--- config.mk ---
export PLATFORM = sky130hd
export DESIGN_NAME = rr_grant_arbiter8
export DESIGN_NICKNAME = d
export VERILOG_FILES = /design/src/rtl/rr_arb_pkg.sv /design/src/rtl/grant_onehot_dec.sv /design/src/rtl/rr_grant_arbiter8.sv
export SDC_FILE = /design/constraint.sdc
export NUM_CORES = 1
export LEC_CHECK = 0
export CAP_MARGIN = 25
export CORE_ASPECT_RATIO = 1.4
export CORE_MARGIN = 10
export CORE_UTILIZATION = 30
export DETAILED_ROUTE_END_ITERATION = 6
export GPL_TIMING_DRIVEN = 1
export SYNTH_ARGS = -nofsm -noshare
export SYNTH_HDL_FRONTEND = slang
export SYNTH_SLANG_ARGS = --single-unit
--- constraint.sdc ---
create_clock -name clk -period 5 [get_ports clk]
set_input_delay 1 -clock clk [delete_from_list [all_inputs] [get_ports clk]]
set_output_delay 1 -clock clk [all_outputs]
set_load 0.05 [all_outputs]
--- src/rtl/rr_arb_pkg.sv ---
// Shared definitions for the eight-requester round-robin arbiter.
//   NREQ / IDX_W : requester count and matching binary index width
//   state_t      : two-state arbitration FSM encoding
//   rr_pick      : rotate-priority search returning {found, winner_index}
package rr_arb_pkg;

    localparam int NREQ  = 8;
    localparam int IDX_W = 3;

    typedef enum logic {
        ST_IDLE  = 1'b0,
        ST_GRANT = 1'b1
    } state_t;

    // Scan ptr, ptr+1, ... (mod NREQ) and return the first requester found.
    // The loop runs from the farthest slot back towards ptr so that the last
    // assignment made is the nearest requester, which is the one that wins.
    function automatic logic [IDX_W:0] rr_pick(
        input logic [NREQ-1:0]  req,
        input logic [IDX_W-1:0] ptr
    );
        logic [IDX_W-1:0] cand;
        logic [IDX_W:0]   res;
        res = '0;
        for (int i = NREQ - 1; i >= 0; i--) begin
            cand = ptr + IDX_W'(i);
            if (req[cand]) begin
                res = {1'b1, cand};
            end
        end
        return res;
    endfunction

endpackage

--- src/rtl/grant_onehot_dec.sv ---
// Combinational 3-to-8 decode of the winner index into a one-hot grant vector.
//   en     : in  1      decode enable; all outputs zero when low
//   idx    : in  IDX_W  binary index
//   onehot : out NREQ   one-hot result, bit idx set when en is high
module grant_onehot_dec
    import rr_arb_pkg::*;
(
    input  logic             en,
    input  logic [IDX_W-1:0] idx,
    output logic [NREQ-1:0]  onehot
);

    genvar gi;
    generate
        for (gi = 0; gi < NREQ; gi++) begin : g_dec
            assign onehot[gi] = en && (idx == IDX_W'(gi));
        end
    endgenerate

endmodule

--- src/rtl/rr_grant_arbiter8.sv ---
// Eight-requester round-robin arbiter with hold-until-done tenure.
//   clk       : in  1  rising-edge clock
//   rst_n     : in  1  asynchronous active-low reset
//   req       : in  8  level request per client
//   done      : in  1  current owner finished (looked at only while granted)
//   gnt       : out 8  registered one-hot grant, zero when idle
//   gnt_idx   : out 3  registered binary owner index, zero when idle
//   gnt_valid : out 1  a grant is active
//   timeout   : out 1  one-cycle pulse when a grant is revoked by the tenure limit
// Optional feature: define RR_ARB_TIMEOUT_EN to limit tenure to HOLD_MAX
// cycles; without it HOLD_MAX has no effect and timeout is held at 0.
module rr_grant_arbiter8
    import rr_arb_pkg::*;
#(
    parameter int HOLD_MAX = 15
) (
    input  logic             clk,
    input  logic             rst_n,
    input  logic [NREQ-1:0]  req,
    input  logic             done,
    output logic [NREQ-1:0]  gnt,
    output logic [IDX_W-1:0] gnt_idx,
    output logic             gnt_valid,
    output logic             timeout
);

    state_t           state_reg, state_next;
    logic [IDX_W-1:0] ptr_reg, ptr_next;
    logic [IDX_W-1:0] gnt_idx_reg, gnt_idx_next;
    logic [NREQ-1:0]  gnt_reg, gnt_next;
    logic             timeout_reg, timeout_next;
    logic [IDX_W:0]   pick;
    logic             tmo_hit;
    logic             rel;

`ifdef RR_ARB_TIMEOUT_EN
    localparam int CNT_W = $clog2(HOLD_MAX + 1);

    logic [CNT_W-1:0] cnt_reg, cnt_next;

    assign tmo_hit = (state_reg == ST_GRANT) && (cnt_reg == CNT_W'(HOLD_MAX));

    // Tenure counts 1 on the first granted cycle, so a grant lasts exactly
    // HOLD_MAX cycles before the limit releases it.
    always_comb begin
        cnt_next = '0;
        if (state_next == ST_GRANT) begin
            cnt_next = (state_reg == ST_GRANT) ? cnt_reg + 1'b1 : CNT_W'(1);
        end
    end

    always_ff @(posedge clk or negedge rst_n) begin
        if (!rst_n) begin
            cnt_reg <= '0;
        end else begin
            cnt_reg <= cnt_next;
        end
    end
`else
    // HOLD_MAX only matters with the tenure limit compiled in.
    logic [31:0] unused_hold_max;
    assign unused_hold_max = 32'(HOLD_MAX);
    assign tmo_hit         = 1'b0;
`endif

    assign pick = rr_pick(req, ptr_reg);
    assign rel  = done || !req[gnt_idx_reg] || tmo_hit;

    always_comb begin
        state_next   = state_reg;
        ptr_next     = ptr_reg;
        gnt_idx_next = gnt_idx_reg;
        timeout_next = 1'b0;
        case (state_reg)
            ST_IDLE: begin
                if (pick[IDX_W]) begin
                    state_next   = ST_GRANT;
                    gnt_idx_next = pick[IDX_W-1:0];
                end
            end
            ST_GRANT: begin
                if (rel) begin
                    state_next   = ST_IDLE;
                    gnt_idx_next = '0;
                    // Natural 3-bit wrap takes owner 7 back to slot 0.
                    ptr_next     = gnt_idx_reg + 1'b1;
                    // done on the limit cycle counts as an ordinary release.
                    timeout_next = tmo_hit && !done;
                end
            end
            default: begin
                state_next = ST_IDLE;
            end
        endcase
    end

    grant_onehot_dec u_dec (
        .en     (state_next == ST_GRANT),
        .idx    (gnt_idx_next),
        .onehot (gnt_next)
    );

    always_ff @(posedge clk or negedge rst_n) begin
        if (!rst_n) begin
            state_reg   <= ST_IDLE;
            ptr_reg     <= '0;
            gnt_idx_reg <= '0;
            gnt_reg     <= '0;
            timeout_reg <= 1'b0;
        end else begin
            state_reg   <= state_next;
            ptr_reg     <= ptr_next;
            gnt_idx_reg <= gnt_idx_next;
            gnt_reg     <= gnt_next;
            timeout_reg <= timeout_next;
        end
    end

    assign gnt       = gnt_reg;
    assign gnt_idx   = gnt_idx_reg;
    assign gnt_valid = (state_reg == ST_GRANT);
    assign timeout   = timeout_reg;

endmodule
==> results of run 1 <==
cell families (layout without fill, tap and decap cells):
family / after synthesis / in the layout / share of synthesized area (%)
compound gates: 36 / 36 / 14.8
xor+xnor: 4 / 4 / 3.38
fa+ha+maj: 3 / 3 / 2.07
buf+inv: 27 / 37 / 6.69
flops: 15 / 15 / 20.7
mux: 40 / 40 / 37.2
other cells: 1 / 1 / 0.207
simple gates: 53 / 53 / 15.0
area by class of cell:
class,count,area (sq um)
fill,596,3770
multi-input combinational,137,1320
sequential,15,375
timing repair buffer,24,235
tap,70,87.6
clock buffer,3,41.3
inverter,9,33.8
clock inverter,1,5.00
final timing paths:
check | to | start | slack [ns] | cells after the start
max reg2reg | gnt[5] | ptr_reg[0] | 1.43 | 10
max in group asynchronous | ptr_reg[0] | rst_n | 3.40 | 1
min in group asynchronous | gnt[4] | rst_n | 1.17 | 1
min | gnt_valid | gnt_valid | 0.62 | 2
min reg2reg | gnt_valid | gnt_valid | 0.62 | 2
max | gnt[6] | req[7] | 1.22 | 9
metal layers:
metal | GRT usage [%] | vias to the layer above | share of wire [%]
met5 | 0 | - | 0
met3 | 1.37 | 11 | 3.9
met4 | 3.85 | 0 | 2.4
met1 | 12.3 | 772 | 40
li1 | - | 718 | -
met2 | 18.0 | 45 | 53
tightest hold or removal path: stages (launching register included):
cell	delay [ns]
dfrtp_1	0.43
nand2_1	0.07
nand2_1	0.08
placed cells by master, fill, tap and decap left out, drive strengths merged, types with 2 or more instances in the layout:
cell	instances
a2111oi	3
a211oi	3
a21boi	2
a21oi	6
a221oi	2
a31oi	2
and2	2
buf	2
clkbuf	3
clkdlybuf4s50	22
clkinv	2
dfrtp	15
ha	3
inv	8
mux2	9
mux2i	13
mux4	18
nand2	15
nand2b	7
nand3	3
nand3b	3
nor2	7
nor2b	2
nor3	8
nor4	2
o2111ai	2
o21ai	4
o221ai	2
xnor2	2
xor2	2
per-stage QoR:
step | util [%] | hold slack, ns | setup WS [ns] | instance area (sq um)
floorplan | - | 0.704 | 1.78 | 1810
global placement | 35.0 | 0.585 | 1.00 | 2050
detailed placement | 35.0 | 0.594 | 1.01 | 2050
CTS | 35.7 | 0.614 | 1.27 | 2100
global route | 35.7 | 0.675 | 0.943 | 2100
finish | 35.7 | 0.623 | 1.22 | 2100
==> metrics, run 1 <==
outcome=completed; hold buffers post-CTS=0; predominant post-synthesis flop cell=dfrtp_1; area share of the largest cell type after synthesis=20.7%; port buffer count=22; Max Freq=264 MHz; CP Max Fanout=13; TNS Setup=0 ns; 1st-pass router iterations=4; crit path time final=3.78 ns; Finished Layout Cells=259; # clock sinks=15; number of enable flip-flop cells after synthesis=0; CP startpoint kind=input pin; DR iter-0 viols=55; vias per inst=5.97; Finish-stage setup viols=0; setup bufs post-CTS=0; area growth from synthesis to layout=15.5%; TritonCTS buffer count=3; Chip Height=112 microns; Largest register FFs=8; Synth area leaders=dfrtp_1 (21%), mux4_2 (12%), mux4_1 (12%), mux2i_1 (6.6%), mux2_2 (5.0%); # diodes=0; CP endpoint kind=flop; Cell variety after synth=54; Hold Crit Class=reg -> reg; DRT Wirelength=4930 microns; global-route wire length before repair=8310 microns; drt wl/cell=19.0 microns; CTS resizes=0; chain of cells forming the critical path=clkdlybuf4s50_1 -> nand2b_1 -> a32o_1 -> a311oi_1 -> a211oi_1 -> o311a_1 -> o41a_1 -> inv_2 -> nor3_1; Post-Syn Area=1810 sq um; Antenna Violating Nets Remaining=0; Worst-Skew Late Latency=0.24 ns; slowest CP cell=clkdlybuf4s50_1; initial core utilization=30.9%; Slew headroom=44.5%; mean area per synthesized cell=10.1 sq um; row count=33; Root Buffer=clkbuf_8; antenna violations before repair=0; # nets final=204; Max Cap Viol=0; aggregate global-route resource usage=10.3%; dominant cell type by area after synthesis=dfrtp_1; Req. time, crit path=5.12 ns; DR vias=1,546; FFs w/ async S/R, synth=100%; top cells by count, synth=dfrtp_1 (15), nand2_1 (15), mux2i_1 (12); clk buf depth=2; RSZ-0062 raised after global routing=no; dpl cells=255; Final period util=75.6%; CP delay by family, top=compound AO/OA/AOI/OAI gates; Largest stage delay, worst path=0.74 ns; register area share after synthesis=20.7%; vias in the first global route=1,564; die area=9600 sq um; final HPWL from detailed placement=3660 microns; final hold vios=0; DIE WIDTH=85.7 microns; share of layout cells above drive strength 1=16.4%; CTS tree=yes; Synth Net Count=193; Critical Path AT=3.90 ns; largest net degree at the start of global routing=24; Ys Warns=0; IO Pins=24; clock skew=0.00237 ns; Cells after Synth=179; Residual DRC=0; critical path class=in -> reg; Overflow after GRT=0; Routability Congestion=0.901; core area=5860 sq um; Clk pin slew, worst setup/hold paths=0.06 ns; Slew Limit Fails=0; worst path buffer plus inverter count=2; CTS HTree Levels=1; number of synthesized register bits=15; measured slew at the worst slew-check pin=0.833 ns
Power of run 1 is not shown: default switching activity piles up to over one toggle a cycle in this logic, so the estimate is an artifact.
==> run 2: changes to the inputs <==
==> constraint.sdc (replaced) <==
create_clock -name clk -period 3.2 [get_ports clk]
set_input_delay 0.64 -clock clk [delete_from_list [all_inputs] [get_ports clk]]
set_output_delay 0.64 -clock clk [all_outputs]
set_load 0.05 [all_outputs]
==> run 2 against run 1 <==
Compared with the run above:
- clock skew grew 0.0038 ns
- via count increased by 11%
- design area is 17% higher
- first-iteration DRC count is 120% higher
- routed wire length increased by 12%
==> metrics, run 2 (synthesized netlist as in run 1, its figures left out) <==
vias per inst=5.66 (-5.1%); hold path cells=2 (unchanged); Final period util=97.1%; CP startpoint kind=input pin; CTS resizes=4 (+4); Routability Congestion=0.854 (-5.2%); largest net degree at the start of global routing=24 (unchanged); port buffer count=22 (unchanged); most frequent cells in the layout=buf_4 (47), clkdlybuf4s50_1 (17), nand2_1 (15), dfrtp_1 (15), mux4_2 (12); aggregate global-route resource usage=11.3% (+1.0 points); slowest CP cell=mux4_2; drt wl/cell=18.1 microns (-4.8%); DRT Wirelength=5510 microns (+12%); CP Max Fanout=10 (-3); DIE WIDTH=85.7 microns (unchanged); Max Freq=322 MHz; final hold vios=0 (unchanged); die area=9600 sq um (unchanged); fillers=574 (-3.7%); RSZ-0062 raised after global routing=yes; area of the multi-input gates=1340 sq um (+1.5%); clock skew=0.00614 ns (+0.00376 ns); Chip Height=112 microns (unchanged); Slew headroom=57.1% (+13 points); area growth from synthesis to layout=35.7%; 1st-pass router iterations=4 (unchanged); clk buf depth=2 (unchanged); Clk pin slew, worst setup/hold paths=0.06 ns (about the same); Worst-Skew Late Latency=0.24 ns (about the same); outcome=completed; worst path buffer plus inverter count=2 (unchanged); CTS HTree Levels=1 (unchanged); measured slew at the worst slew-check pin=0.641 ns (-0.191 ns); Largest stage delay, worst path=0.52 ns (-0.22 ns); CP delay by family, top=compound AO/OA/AOI/OAI gates; Residual DRC=0 (unchanged); Critical path origin=req[7]; critical path class=in -> reg; commonest non-fill, non-tap cell in the layout=buf_4; initial core utilization=30.9% (unchanged); Req. time, crit path=3.35 ns (-1.77 ns); Slew Limit Fails=0 (unchanged); # nets final=249 (+22%); chain of cells forming the critical path=clkdlybuf4s50_1 -> buf_4 -> mux4_2 -> mux2_4 -> o31a_1 -> o211a_1 -> o41a_1 -> nor3_1; Antenna Violating Nets Remaining=0 (unchanged); IO Pins=24 (unchanged); vias in the first global route=1,746 (+12%); design area=2460 sq um (+17%); Hold Crit Class=reg -> reg; Finish-stage setup viols=0 (unchanged); share of layout cells above drive strength 1=35.5% (+19 points); Worst R2R Setup Slack=0.19 ns (-1.24 ns); antenna violations before repair=0 (unchanged); setup bufs post-CTS=0 (unchanged); Largest register FFs=8 (unchanged); CTS tree=yes; DP Area=2390 sq um (+16%); Post-Route Utilization=42.0% (+6.3 points); final HPWL from detailed placement=4440 microns (+21%); global-route wire length before repair=9010 microns (+8.4%); TNS Setup=0 ns (unchanged); # clock sinks=15 (unchanged); DR vias=1,722 (+11%); # diodes=0 (unchanged); CP endpoint kind=flop; RR Startpoint=ptr_reg[1]; TritonCTS buffer count=3 (unchanged); core area=5860 sq um (unchanged); hold path startpoint=gnt_valid; R2R depth=9 (-1); Overflow after GRT=0 (unchanged); Max Cap Viol=0 (unchanged); hold buffers post-CTS=0 (unchanged); Hold Path End=gnt_valid; Critical Path AT=3.26 ns (-0.64 ns); crit path time final=3.11 ns; r2r endpoint=gnt[1]; DR iter-0 viols=122 (+120%); Root Buffer=clkbuf_8; Sequential Area=375 sq um (unchanged); row count=33 (unchanged)
## run 2: worst max-delay path by stage
| stage | endpoint | cells after the start |
|---|---|---|
| finish | gnt[1] | 8 |
| global route | gnt[1] | 8 |
| CTS | gnt[4] | 10 |
| detailed placement | gnt[4] | 11 |
| global placement | gnt[6] | 9 |
| floorplan | gnt[4] | 13 |
## run 2: layout make-up
| type | instances | area share (%) |
|---|---|---|
| multi-input cells | 137 | 54.3 |
| repair buffers | 69 | 23.6 |
| flip-flops and latches | 15 | 15.2 |
| well taps | 70 | 3.56 |
| clock buffers | 3 | 1.68 |
| inverters | 9 | 1.37 |
| clock inverters | 1 | 0.203 |
## run 2: through the flow
stage          setup WS [ns]  cells  hold WS, ns
4_1_cts              0.00966    304        0.625
2_1_floorplan         0.0374    179        0.344
5_1_grt              -0.0236    304        0.682
3_3_place_gp          -0.250    300        0.618
3_5_place_dp          -0.314    300        0.607
6_report              0.0934    304        0.637
## run 2: tightest hold or removal path, delay by kind of cell (launching register included)
family | cells | cell delay [ns]
flip-flops | 1 | 0.44
AND/OR/NAND/NOR | 2 | 0.15
## run 2: per-layer routing
| metal | vias up | GRT usage (%) | share of wire [%] |
|---|---|---|---|
| met5 | - | 0 | 0 |
| li1 | 803 | - | - |
| met2 | 66 | 19.5 | 52 |
| met3 | 26 | 2.10 | 4.7 |
| met1 | 827 | 11.9 | 37 |
| met4 | 0 | 8.04 | 6.6 |
Power of run 2 is left out for the same reason.
==> run 3: changes to the inputs <==
==> constraint.sdc (replaced) <==
create_clock -name clk -period 3.5 [get_ports clk]
set_input_delay 0.7 -clock clk [delete_from_list [all_inputs] [get_ports clk]]
set_output_delay 0.7 -clock clk [all_outputs]
set_load 0.05 [all_outputs]
==> run 3 against run 2 <==
Compared with the run above:
- critical path depth is the same
- worst hold slack worse by 0.0062 ns
- die area is the same
- sequential share of layout area is 1.1 points higher
==> metrics, run 3 (synthesized netlist as in run 1, its figures left out) <==
TritonCTS buffer count=3 (unchanged); CTS tree=yes; Max Cap Viol=0 (unchanged); port buffer count=22 (unchanged); final hold vios=0 (unchanged); share of layout cells above drive strength 1=27.1% (-8.4 points); slowest CP cell=mux4_1; DIE WIDTH=85.7 microns (unchanged); critical path class=in -> reg; chain of cells forming the critical path=clkdlybuf4s50_1 -> mux4_1 -> mux2_2 -> nand2b_1 -> nor4bb_1 -> a2111oi_0 -> nand3b_1 -> nor3_1; outcome=completed; Hold Crit Class=reg -> reg; Slew Limit Fails=0 (unchanged); WL met1=1990 microns (-1.8%); core area=5860 sq um (unchanged); drt wl/cell=18.8 microns (+3.6%); initial core utilization=30.9% (unchanged); DRT Wirelength=5330 microns (-3.2%); 1st-pass router iterations=4 (unchanged); DR iter-0 viols=81 (-34%); RSZ-0062 raised after global routing=no; fillers=570 (-0.70%); die area=9600 sq um (unchanged); final HPWL from detailed placement=4100 microns (-7.6%); Critical Path AT=3.50 ns (+0.24 ns); global-route wire length before repair=8710 microns (-3.4%); CP endpoint kind=flop; Clk pin slew, worst setup/hold paths=0.06 ns (about the same); commonest non-fill, non-tap cell in the layout=buf_4; # clock sinks=15 (unchanged); Sequential Area=375 sq um (unchanged); area of the multi-input gates=1330 sq um (-0.75%); # nets final=229 (-8.0%); Root Buffer=clkbuf_8; Overflow after GRT=0 (unchanged); clk buf depth=2 (unchanged); Largest register FFs=8 (unchanged); uppermost layer routed=met4; worst path buffer plus inverter count=1 (-1); Worst-Skew Late Latency=0.25 ns (about the same); CP delay by family, top=simple AND/OR/NAND/NOR gates; Req. time, crit path=3.67 ns (+0.32 ns); # diodes=0 (unchanged); CP startpoint kind=input pin; aggregate global-route resource usage=11.0% (-0.33 points); Chip Height=112 microns (unchanged); measured slew at the worst slew-check pin=0.694 ns (+0.0530 ns); IO Pins=24 (unchanged); Final period util=95.2%; Max Freq=300 MHz; Finish-stage setup viols=0 (unchanged); Residual DRC=0 (unchanged); CP Max Fanout=10 (unchanged); vias per inst=5.84 (+3.1%); row count=33 (unchanged); Slew headroom=52.5% (-4.6 points); largest net degree at the start of global routing=24 (unchanged); area growth from synthesis to layout=26.4%; Antenna Violating Nets Remaining=0 (unchanged); Routability Congestion=0.975 (+14%); vias in the first global route=1,612 (-7.7%); DP Area=2240 sq um (-6.3%); antenna violations before repair=0 (unchanged); Routed met2 length=2890 microns (+1.1%); DR vias=1,658 (-3.7%); clock skew=0.00180 ns (-0.00433 ns); CTS HTree Levels=1 (unchanged); most frequent cells in the layout=buf_4 (27), clkdlybuf4s50_1 (22), nand2_1 (15), dfrtp_1 (15), mux2i_1 (12); crit path time final=3.33 ns; Largest stage delay, worst path=0.63 ns (+0.11 ns); met3 wire length=276 microns (+5.7%); design area=2290 sq um (-6.9%)
run 3: final timing paths:
check,from,to,slack (ns),cells after the start
worst min-delay path,gnt_valid,gnt_valid,0.63,2
max in group asynchronous,rst_n,gnt[4],2.22,1
worst min register to register,gnt_valid,gnt_valid,0.63,2
worst max-delay path,req[7],gnt[0],0.17,8
worst max register to register,ptr_reg[1],gnt[7],0.35,9
min in group asynchronous,rst_n,gnt[2],0.86,1
run 3: timing repair:
| action | 4_1_cts | 5_1_grt |
|---|---|---|
| buffers inserted | 0 | 0 |
| hold buffers | 0 | 0 |
| endpoints found under the setup margin | 0 | 6 |
| resized for setup | 0 | 3 |
run 3: worst min-delay path, cell delays in order, from the launching register on:
cell and delay, ns:
dfrtp_1 0.43, nand2_1 0.07, nand2_1 0.08
run 3: routing by layer:
layer,GRT usage (%),vias to the layer above
li1,-,769
met3,1.52,16
met2,20.1,66
met4,5.73,0
met5,0,-
met1,11.7,807
run 3: per-stage QoR:
step	cells	TNS, ns	setup slack [ns]	util (%)	hold WS (ns)
floorplan	179	0	0.281	-	0.404
global placement	280	-0.812	-0.117	38.2	0.609
detailed placement	280	-0.289	-0.0511	38.2	0.608
CTS	284	0	0.206	38.9	0.625
global route	284	0	0.0284	39.1	0.685
finish	284	0	0.167	39.1	0.630
run 3: final cells by class:
| type | count | area share, % |
|---|---|---|
| timing repair buffer | 49 | 18.4 |
| sequential | 15 | 16.4 |
| tap | 70 | 3.82 |
| clock inverter | 1 | 0.218 |
| multi-input combinational | 137 | 57.9 |
| inverter | 9 | 1.47 |
| clock buffer | 3 | 1.80 |
Power of run 3 is left out for the same reason.
